## config.mk

```make
export PLATFORM = sky130hd
export DESIGN_NAME = button_press_counter
export DESIGN_NICKNAME = d
export VERILOG_FILES = /design/src/rtl/button_press_counter.sv
export SDC_FILE = /design/constraint.sdc
export NUM_CORES = 1
export LEC_CHECK = 0
export BUFFER_PORTS_ARGS = -buffer_cell sky130_fd_sc_hd__buf_2
export CORE_AREA = 2 2 54 56
export CTS_BUF_LIST = sky130_fd_sc_hd__clkbuf_2
export DETAILED_ROUTE_END_ITERATION = 12
export DIE_AREA = 0 0 56 58
export PLACE_DENSITY = 0.75
export SETUP_SLACK_MARGIN = 0.1
export SYNTH_ARGS = -nofsm -noshare
export SYNTH_HDL_FRONTEND = slang
export SYNTH_SLANG_ARGS = --single-unit
```

## constraint.sdc

```tcl
create_clock -name CLK -period 3.6 [get_ports CLK]
set_input_delay 0.18 -clock CLK [delete_from_list [all_inputs] [get_ports CLK]]
set_output_delay 0.18 -clock CLK [all_outputs]
set_load 0.03 [all_outputs]
```

## src/rtl/button_press_counter.sv

```systemverilog
// Push-button front end: 2-FF synchroniser, debounce FSM, single-cycle PRESS pulse and 8-bit press counter on LED7..LED0.
// Optional auto-repeat while held is enabled by defining AUTO_REPEAT_EN.
module button_press_counter #(
  parameter int DEBOUNCE_CYCLES = 120000,
  parameter int BTN_ACTIVE_LOW  = 0
`ifdef AUTO_REPEAT_EN
  ,
  parameter int REPEAT_DELAY    = 6000000,
  parameter int REPEAT_PERIOD   = 1200000
`endif
) (
  input  logic       CLK,
  input  logic       RST_N,
  input  logic       SW1,
  output logic       PRESS,
  output logic       LED7,
  output logic       LED6,
  output logic       LED5,
  output logic       LED4,
  output logic       LED3,
  output logic       LED2,
  output logic       LED1,
  output logic       LED0,
  output logic [1:0] fsm_state
);

  localparam logic [1:0] IDLE  = 2'd0;
  localparam logic [1:0] DEB_P = 2'd1;
  localparam logic [1:0] HELD  = 2'd2;
  localparam logic [1:0] DEB_R = 2'd3;

  localparam int   DW  = $clog2(DEBOUNCE_CYCLES);
  localparam logic REL = (BTN_ACTIVE_LOW != 0);

  logic          sync1;
  logic          sync2;
  logic          lvl;
  logic [1:0]    state;
  logic [1:0]    state_nxt;
  logic          press_nxt;
  logic [DW-1:0] deb_cnt;
  logic          deb_done;
  logic [7:0]    count;

  // Sync FFs reset to the released pin level so reset never looks like a press.
  always_ff @(posedge CLK or negedge RST_N) begin
    if (!RST_N) begin
      sync1 <= REL;
      sync2 <= REL;
    end else begin
      sync1 <= SW1;
      sync2 <= sync1;
    end
  end

  assign lvl      = sync2 ^ REL;
  assign deb_done = (deb_cnt == DW'(DEBOUNCE_CYCLES - 1));

`ifdef AUTO_REPEAT_EN
  localparam int RMAX = (REPEAT_DELAY > REPEAT_PERIOD) ? REPEAT_DELAY : REPEAT_PERIOD;
  localparam int RW   = (RMAX > 1) ? $clog2(RMAX) : 1;

  logic [RW-1:0] rpt_cnt;
  logic          rpt_first_done;
  logic          rpt_hit;

  assign rpt_hit = rpt_first_done ? (rpt_cnt == RW'(REPEAT_PERIOD - 1))
                                  : (rpt_cnt == RW'(REPEAT_DELAY - 1));

  // Any exit from HELD (and the cycle of entry) restarts the initial delay.
  always_ff @(posedge CLK or negedge RST_N) begin
    if (!RST_N) begin
      rpt_cnt        <= '0;
      rpt_first_done <= 1'b0;
    end else if (state != HELD || state_nxt != HELD) begin
      rpt_cnt        <= '0;
      rpt_first_done <= 1'b0;
    end else if (rpt_hit) begin
      rpt_cnt        <= '0;
      rpt_first_done <= 1'b1;
    end else begin
      rpt_cnt <= rpt_cnt + RW'(1);
    end
  end
`endif

  always_comb begin
    state_nxt = state;
    press_nxt = 1'b0;
    case (state)
      IDLE: begin
        if (lvl) state_nxt = DEB_P;
      end
      DEB_P: begin
        if (!lvl) begin
          state_nxt = IDLE;
        end else if (deb_done) begin
          state_nxt = HELD;
          press_nxt = 1'b1;
        end
      end
      HELD: begin
        if (!lvl) begin
          state_nxt = DEB_R;
        end
`ifdef AUTO_REPEAT_EN
        else if (rpt_hit) begin
          press_nxt = 1'b1;
        end
`endif
      end
      DEB_R: begin
        if (lvl) begin
          state_nxt = HELD;
        end else if (deb_done) begin
          state_nxt = IDLE;
        end
      end
      default: state_nxt = IDLE;
    endcase
  end

  always_ff @(posedge CLK or negedge RST_N) begin
    if (!RST_N) begin
      state   <= IDLE;
      deb_cnt <= '0;
      PRESS   <= 1'b0;
      count   <= 8'd0;
    end else begin
      state <= state_nxt;
      PRESS <= press_nxt;
      if (state_nxt != state) begin
        deb_cnt <= '0;
      end else if (state == DEB_P || state == DEB_R) begin
        deb_cnt <= deb_cnt + DW'(1);
      end
      if (PRESS) count <= count + 8'd1;
    end
  end

  assign {LED7, LED6, LED5, LED4, LED3, LED2, LED1, LED0} = count;
  assign fsm_state = state;

endmodule

```

# After elaboration in Yosys (flattened, before gate mapping)
# Cells that the tools add are included.
[totals] output_inout_bits=11 register_bits=30 wordCells=28 input_bits=3
[op_classes] mux=12 n_reduce_logical=3 n_eq_ne=5 n_addsub=2
[ops] op="$mux W17" n=2
[ops] op="$add A17 B1 Y17 const B" n=1
[ops] op="$eq A17 B17 Y1 const B" n=1
[ops] op="$mux W2" n=6
[ops] op="$add A8 B1 Y8 const B" n=1
[ops] op="$pmux W2 S4" n=1
[ops] op="$eq A2 B2 Y1 const B" n=2
[ops] op="$mux W1" n=3
[ops] op="$eq A2 B1 Y1 const B" n=1
[ops] op="$logic_not A2 Y1" n=1
[ops] op="$ne A2 B2 Y1" n=1
[ops] op="$reduce_bool A2 Y1" n=1
[ops] op="$logic_or A1 B1 Y1" n=1

# Depth between registers and ports, before layout
# Gate-level depths: netlist of run 1.
[depth] depth_word=6 ltp_mapped=6 mapped_depth_nobuf=4

# Worst setup path before layout of run 1
# OpenSTA, ideal clock, no wires.
[synth_path] path_kind="flip-flop to flip-flop" from="reg state[1] (netlist: fsm_state[1])" to="reg deb_cnt[12]" setup_time_ns=0.087 path_stages_with_launch=7 required_time_ns=3.513 t_arrival_ns=1.638 setup_slack_ns=1.874 n_path_buf=2 synth_period_minus_slack_ns=1.726 cell_sequence="dfrtp_1 > xor2_2 > buf_6 > o2111ai_2 > buf_6 > or3_1 > a22oi_1"
[synth_via] elab_chain_cells=5 elab_cells_between_ends=15 classes_between="eq/ne: 4; mux: 8; reduce/logical: 3"
[synth_rtl] item="start, declared" line_no="38" rtl="logic [1:0] state;"
[synth_rtl] item="start signal, assigned" line_no="130" rtl="state <= state_nxt;"
[synth_rtl] item="$mux W2 (on tied branches)" line_no="115, 97"
[synth_rtl] item="$mux W2 (on tied branches)" line_no="113, 95"
[synth_rtl] item="$pmux W2 S4" line_no="90" rtl="case (state)"
[synth_rtl] item="$ne A2 B2 Y1" line_no="132" rtl="if (state_nxt != state) begin"
[synth_rtl] item="$mux W17 or $reduce_bool A2 Y1 (tied branches)"
[synth_rtl] item="end signal, assigned" line_no="135" rtl="deb_cnt <= deb_cnt + DW'(1);"
[synth_rtl] item="end, declared" line_no="41" rtl="logic [DW-1:0] deb_cnt;"
# Parallel ways exist; a longest one is shown, timed or not.
# A chain may end at the register's enable or synchronous reset.

# Final worst setup path of run 1
[layout_path] from="reg state[1] (netlist: fsm_state[1])" to="reg deb_cnt[16]"
# The elaborated chain is that of the path after synthesis.

==> flow_metrics.py, run 1 <==
metrics = {
    "final_layout": {
        "drive_gt1_frac": 0.1931,
        "post-route-util": 0.5883,
        "layout.nets": 149,
        "nFillCells": 244,
        "multi_input_area_um2": 650.6,
        "antenna_cells": 0,
        "syn_to_final_growth_pct": 8.024,
        "final_cell_mix": "dfrtp_1 (30), buf_2 (13)",
        "layout_commonest_cell": "dfrtp_1",
        "seqCellArea_um2": 750.7,
    },
    "timing": {
        "slew_viol_final": 0,
        "clock_skew_ps": 20.12,
        "min_period_ps": 1988,
        "grt_setup_unrepaired": "no",
        "max_freq_mhz": 503.1,
        "final.setup.worst_slack_ps": 1612,
        "finalSetupTns_ps": 0,
        "maxSlewHeadroom": 0.5626,
        "final_hold_viol_count": 0,
        "setup_viol": 0,
        "min_period_over_period": 0.5522,
        "max_slew.worst_pin.slew_ps": 656.1,
    },
    "synth": {
        "synth_mux_area_frac": 0.02243,
        "netlist_area_mm2": 0.001450,
        "synth_area_leaders": "dfrtp_1 (52%), xor2_1 (5.4%), a22oi_1 (4.7%), o21ai_0 (3.1%), or3_1 (3.0%)",
        "syn-mean-instance-area_um2": 11.33,
        "synth_edf_count": 0,
        "synth_top_area_share": 0.5177,
        "synthAdderAreaFrac": 0.01726,
        "synth_largest_area_cell": "dfrtp_1",
        "synth-seq-cells": 30,
        "synth-xor-area-share": 0.08973,
        "ys_types": 35,
        "yosys.area_share.simple": 0.1639,
        "ys_warn_count": 0,
        "synth_top_family_by_area": "simple AND/OR/NAND/NOR gates",
        "synthArstFlopShare": 1.000,
        "synthFlopType": "dfrtp_1",
        "ys_seq_area_frac": 0.5177,
        "synth-compound-area-share": 0.1553,
        "postSynthCellCount": 128,
        "syn_nets": 133,
    },
    "worst_hold_path": {
        "worstHoldPathType": "input port to async pin",
    },
    "critical_path": {
        "r2r-start": "fsm_state[1]$_DFF_PN0_",
        "r2r_cells": 4,
        "path_buf_inv": 0,
        "regToRegEndpoint": "deb_cnt[16]$_DFFE_PN0P_",
        "cpLargestDelayFamily": "simple AND/OR/NAND/NOR gates",
        "required_ps": 3880,
        "r2r_slack_ps": 1610,
        "cp_slowest_stage_delay_ps": 540,
        "cp.arrival_ps": 2270,
        "end_kind": "flop",
        "crit_path_max_fanout": 12,
        "slowest_stage": "or4_1",
        "startpoint_type": "flop",
        "worstSetupPathType": "flop to flop",
        "path_cells": "xor2_2 -> o2111ai_2 -> or4_1 -> a22oi_1",
    },
    "global_routing": {
        "gr-total-overflow": 0,
        "antenna_found_initial": 0,
        "grt_pass1_wl_um": 4747,
        "grt_max_degree": 31,
        "grtUsageTotal": 0.1918,
        "grt_pass1_vias": 1051,
    },
    "clock_network": {
        "cts_htree_levels": 2,
        "insertion_delay_ps": 370,
        "clock_path_buffers": 2,
        "clk_pin_slew_ps": 160,
        "ctsResizeCount": 0,
        "cts_buffers": 5,
        "clockRootBuffer": "clkbuf_2",
        "postCtsSetupRepairBufs": 0,
        "cts_tree": "built",
        "cts.sink_count": 30,
    },
    "drt": {
        "drtIter0Drc": 19,
        "via_count": 1049,
        "drc_errors": 0,
        "drt_first_pass_iters": 4,
        "ant_nets": 0,
        "via_per_inst": 5.960,
        "route.detailed.wl_per_inst_um": 14.49,
        "drt_wl_total_um": 2550,
    },
    "placed_design": {
        "numPortBuffers": 13,
        "dp_hpwl_um": 1729,
        "gp_congestion": 0.8329,
        "dp_slack_ps": 1634,
    },
    "run_status": {
        "outcome": "completed",
    },
    "floorplanning": {
        "core_area_mm2": 0.002663,
        "rows": 19,
        "die_h_um": 58,
        "die-area_mm2": 0.003248,
        "die_w_um": 56,
        "pin_count": 14,
        "initial_core_util": 0.5446,
    },
    "pwr": {
        "peakVddDrop_mv": 0.3196,
        "power_density_mw_per_mm2": 339.4,
        "leakage_uw": 0.0007166,
    },
    "flow_run": {
        "cap_violations": 0,
    },
}
cell families (layout without fill, tap and decap cells):
| group | Yosys count | in the layout |
|---|---|---|
| flip-flops | 30 | 30 |
| multiplexers | 3 | 3 |
| adder cells (fa/ha/maj) | 2 | 2 |
| XOR/XNOR | 14 | 14 |
| AO/OA/AOI/OAI | 33 | 33 |
| AND/OR/NAND/NOR | 40 | 40 |
| buffers and inverters | 6 | 23 |
where the power goes:
part           switching, uW  total [uW]  leakage (uW)  internal [uW]
Sequential              4.49         345      0.000411            341
Combinational           16.8        24.0      0.000279           7.26
Clock                    118         162     0.0000264           44.2
Total                    139         532      0.000717            392
Yosys cell counts (3+ instances only):
master,count
or3_1,7
a22oi_1,9
xor2_1,9
o2111ai_1,3
nand4_1,4
xnor2_1,4
dfrtp_1,30
a21oi_1,6
o21ai_0,9
nand3_1,4
nand2_1,9
worst reg2reg max path, cell delays in order (launching register included):
cell and delay [ps]:
dfrtp_1 470, xor2_2 430, o2111ai_2 300, or4_1 540
a22oi_1 160
worst max path at each step:
stage | from | endpoint | depth (start not counted)
floorplan | fsm_state[1]$_DFF_PN0_ | deb_cnt[12]$_DFFE_PN0P_ | 6
global placement | fsm_state[1]$_DFF_PN0_ | deb_cnt[16]$_DFFE_PN0P_ | 4
detailed placement | fsm_state[1]$_DFF_PN0_ | deb_cnt[16]$_DFFE_PN0P_ | 4
CTS | fsm_state[1]$_DFF_PN0_ | deb_cnt[16]$_DFFE_PN0P_ | 4
global route | fsm_state[1]$_DFF_PN0_ | deb_cnt[16]$_DFFE_PN0P_ | 4
finish | fsm_state[1]$_DFF_PN0_ | deb_cnt[16]$_DFFE_PN0P_ | 4
registers in the layout, indices dropped and copies added (netlist names):
register and cells:
deb_cnt 17, count 8, fsm_state 2, PRESS 1
lvl 1, sync1 1
layer usage:
layer | part of all wire | global-route usage | wire [um] | up-vias
met2 | 0.47 | 0.2958 | 1210 | 17
met5 | 0 | 0 | 0 | -
met3 | 0.046 | 0.06696 | 117 | 7
met4 | 0.021 | 0.09184 | 54 | 0
li1 | - | - | - | 516
met1 | 0.46 | 0.2444 | 1167 | 509
area by class of cell:
| class | instances | area share |
|---|---|---|
| Sequential cell | 30 | 0.4792 |
| Multi-Input combinational cell | 92 | 0.4153 |
| Timing Repair Buffer | 15 | 0.05431 |
| Tap cell | 31 | 0.02476 |
| Clock buffer | 5 | 0.01597 |
| Clock inverter | 3 | 0.01038 |
stage by stage:
step           hold slack, ps  total power (uW)  std cells  area [um2]
2_1_floorplan          -115.6             366.2        128        1450
3_3_place_gp            234.5             373.4        166        1505
3_5_place_dp            246.0             374.4        166        1505
4_1_cts                 340.8             537.5        176        1567
5_1_grt                 360.0             560.0        176        1567
6_report                345.7             531.6        176        1567
repair_timing:
| action | 4_1_cts | 5_1_grt |
|---|---|---|
| endpoints found under the setup margin | 0 | 0 |
| hold endpoints to repair | 31 | 0 |
| hold buffers | 2 | 0 |
No activity file was read; power rests on OpenSTA's default activity.
==> inputs of run 2 (changes only) <==
==> constraint.sdc (replaced) <==
create_clock -name CLK -period 2 [get_ports CLK]
set_input_delay 0.1 -clock CLK [delete_from_list [all_inputs] [get_ports CLK]]
set_output_delay 0.1 -clock CLK [all_outputs]
set_load 0.03 [all_outputs]
==> flow_metrics.py, run 2 (same netlist as run 1, synthesis figures left out) <==
metrics = {
    "clock_network": {
        "cts_buffers": 5,
        "clk_pin_slew_ps": 150,
        "cts.sink_count": 30,
        "cts_tree": "built",
        "clockRootBuffer": "clkbuf_2",
        "cts_htree_levels": 2,
        "insertion_delay_ps": 360,
        "clock_path_buffers": 2,
    },
    "drt": {
        "routed-wl-met3_um": 107,
        "wl_met1_um": 1213,
        "via_count": 1053,
        "via_per_inst": 5.850,
        "route.detailed.wl_per_inst_um": 14.54,
        "drt_first_pass_iters": 4,
        "drt_wl_total_um": 2617,
        "ant_nets": 0,
        "drc_errors": 0,
        "drtIter0Drc": 32,
        "top_layer": "met4",
        "dr_wl_met2_um": 1251,
    },
    "run_status": {
        "outcome": "completed",
    },
    "floorplanning": {
        "rows": 19,
        "die_h_um": 58,
        "core_area_mm2": 0.002663,
        "die_w_um": 56,
        "die-area_mm2": 0.003248,
        "pin_count": 14,
        "initial_core_util": 0.5446,
    },
    "final_layout": {
        "layout_commonest_cell": "dfrtp_1",
        "antenna_cells": 0,
        "syn_to_final_growth_pct": 14.24,
        "layout.nets": 154,
        "final_cell_mix": "dfrtp_1 (30), buf_2 (13)",
        "largest_reg_flops": 17,
        "regMostFlops": "deb_cnt",
        "drive_gt1_frac": 0.2148,
        "nFillCells": 226,
    },
    "placed_design": {
        "gp_congestion": 0.8052,
        "numPortBuffers": 13,
        "dp_hpwl_um": 1689,
    },
    "timing": {
        "clock_skew_ps": 19.70,
        "grt_setup_unrepaired": "no",
        "maxSlewHeadroom": 0.5769,
        "final_hold_viol_count": 0,
        "slew_viol_final": 0,
        "setup_viol": 0,
        "min_period_over_period": 0.8835,
        "finalSetupTns_ps": 0,
        "max_slew.worst_pin.slew_ps": 634.7,
        "min_period_ps": 1767,
        "max_freq_mhz": 565.9,
    },
    "critical_path": {
        "cp.arrival_ps": 2050,
        "startpoint_type": "flop",
        "cp_slowest_stage_delay_ps": 480,
        "r2r_slack_ps": 230,
        "end_kind": "flop",
        "worstSetupPathType": "flop to flop",
        "regToRegEndpoint": "deb_cnt[11]$_DFFE_PN0P_",
        "slowest_stage": "dfrtp_1",
        "required_ps": 2280,
        "r2r-start": "lvl$_DFF_PN0_",
        "crit_path_max_fanout": 6,
        "r2r_cells": 5,
        "path_cells": "xor2_4 -> o211ai_1 -> buf_4 -> or3_1 -> a22oi_1",
    },
    "global_routing": {
        "grt_max_degree": 31,
        "antenna_found_initial": 0,
        "grt_pass1_wl_um": 4429,
        "grt_pass1_vias": 989,
        "grtUsageTotal": 0.1792,
        "gr-total-overflow": 0,
    },
    "worst_hold_path": {
        "worstHoldPathType": "input port to async pin",
    },
    "flow_run": {
        "cap_violations": 0,
    },
    "pwr": {
        "peakVddDrop_mv": 0.5726,
        "fin_total_pwr_uw": 1078,
        "leakage_uw": 0.0007561,
        "power_density_mw_per_mm2": 651.0,
    },
}
-- run 2: critical path, delay by kind of cell, from the launching register on --
family	cells	cell delay (ps)
flops	1	480
compound gates	2	380
buf+inv	1	190
xor+xnor	1	290
simple gates	1	340
-- run 2: metrics by stage --
stage / utilization / area, um2 / setup slack (ps) / cells / hold WS [ps]
3_5_place_dp: 0.5681 / 1513 / 158.0 / 167 / 165.4
2_1_floorplan: - / 1450 / 274.5 / 128 / -195.6
6_report: 0.6222 / 1657 / 233.0 / 180 / 271.2
4_1_cts: 0.5977 / 1592 / 117.8 / 176 / 273.3
3_3_place_gp: 0.5681 / 1513 / 217.8 / 167 / 160.3
5_1_grt: 0.6222 / 1657 / 111.9 / 180 / 309.7
-- run 2: what timing repair did --
action | 4_1_cts | 5_1_grt
hold buffers | 2 | 0
gates resized for setup | 0 | 2
endpoints found under the hold margin | 31 | 0
endpoints found under the setup margin | 0 | 8
buffers inserted | 0 | 4
-- run 2: area by class of cell --
class	count	area [um2]	share of cell area
clock inverter	2	33.78	0.02039
timing repair buffer	20	135.1	0.08157
tap	31	38.79	0.02341
multi-input combinational	92	673.1	0.4063
clock buffer	5	25.02	0.01511
sequential	30	750.7	0.4532
-- run 2: how the worst max path moves through the flow --
stage / from / endpoint
floorplan: fsm_state[1]$_DFF_PN0_ / deb_cnt[12]$_DFFE_PN0P_
global placement: fsm_state[1]$_DFF_PN0_ / deb_cnt[16]$_DFFE_PN0P_
detailed placement: fsm_state[1]$_DFF_PN0_ / deb_cnt[16]$_DFFE_PN0P_
CTS: fsm_state[1]$_DFF_PN0_ / deb_cnt[16]$_DFFE_PN0P_
global route: lvl$_DFF_PN0_ / deb_cnt[11]$_DFFE_PN0P_
finish: lvl$_DFF_PN0_ / deb_cnt[11]$_DFFE_PN0P_
-- run 2: report_power, final --
| part | leakage (uW) | switching, uW | internal [uW] |
|---|---|---|---|
| Combinational | 0.000309 | 32.4 | 20.4 |
| Sequential | 0.000411 | 9.54 | 613 |
| Clock | 0.0000365 | 201 | 202 |
| Total | 0.000756 | 243 | 835 |
-- run 2: routing by layer --
metal  global-route usage  vias up
li1                     -      525
met1               0.2293      507
met2               0.2790       15
met3              0.06696        6
met4              0.07143        0
met5                    0        -
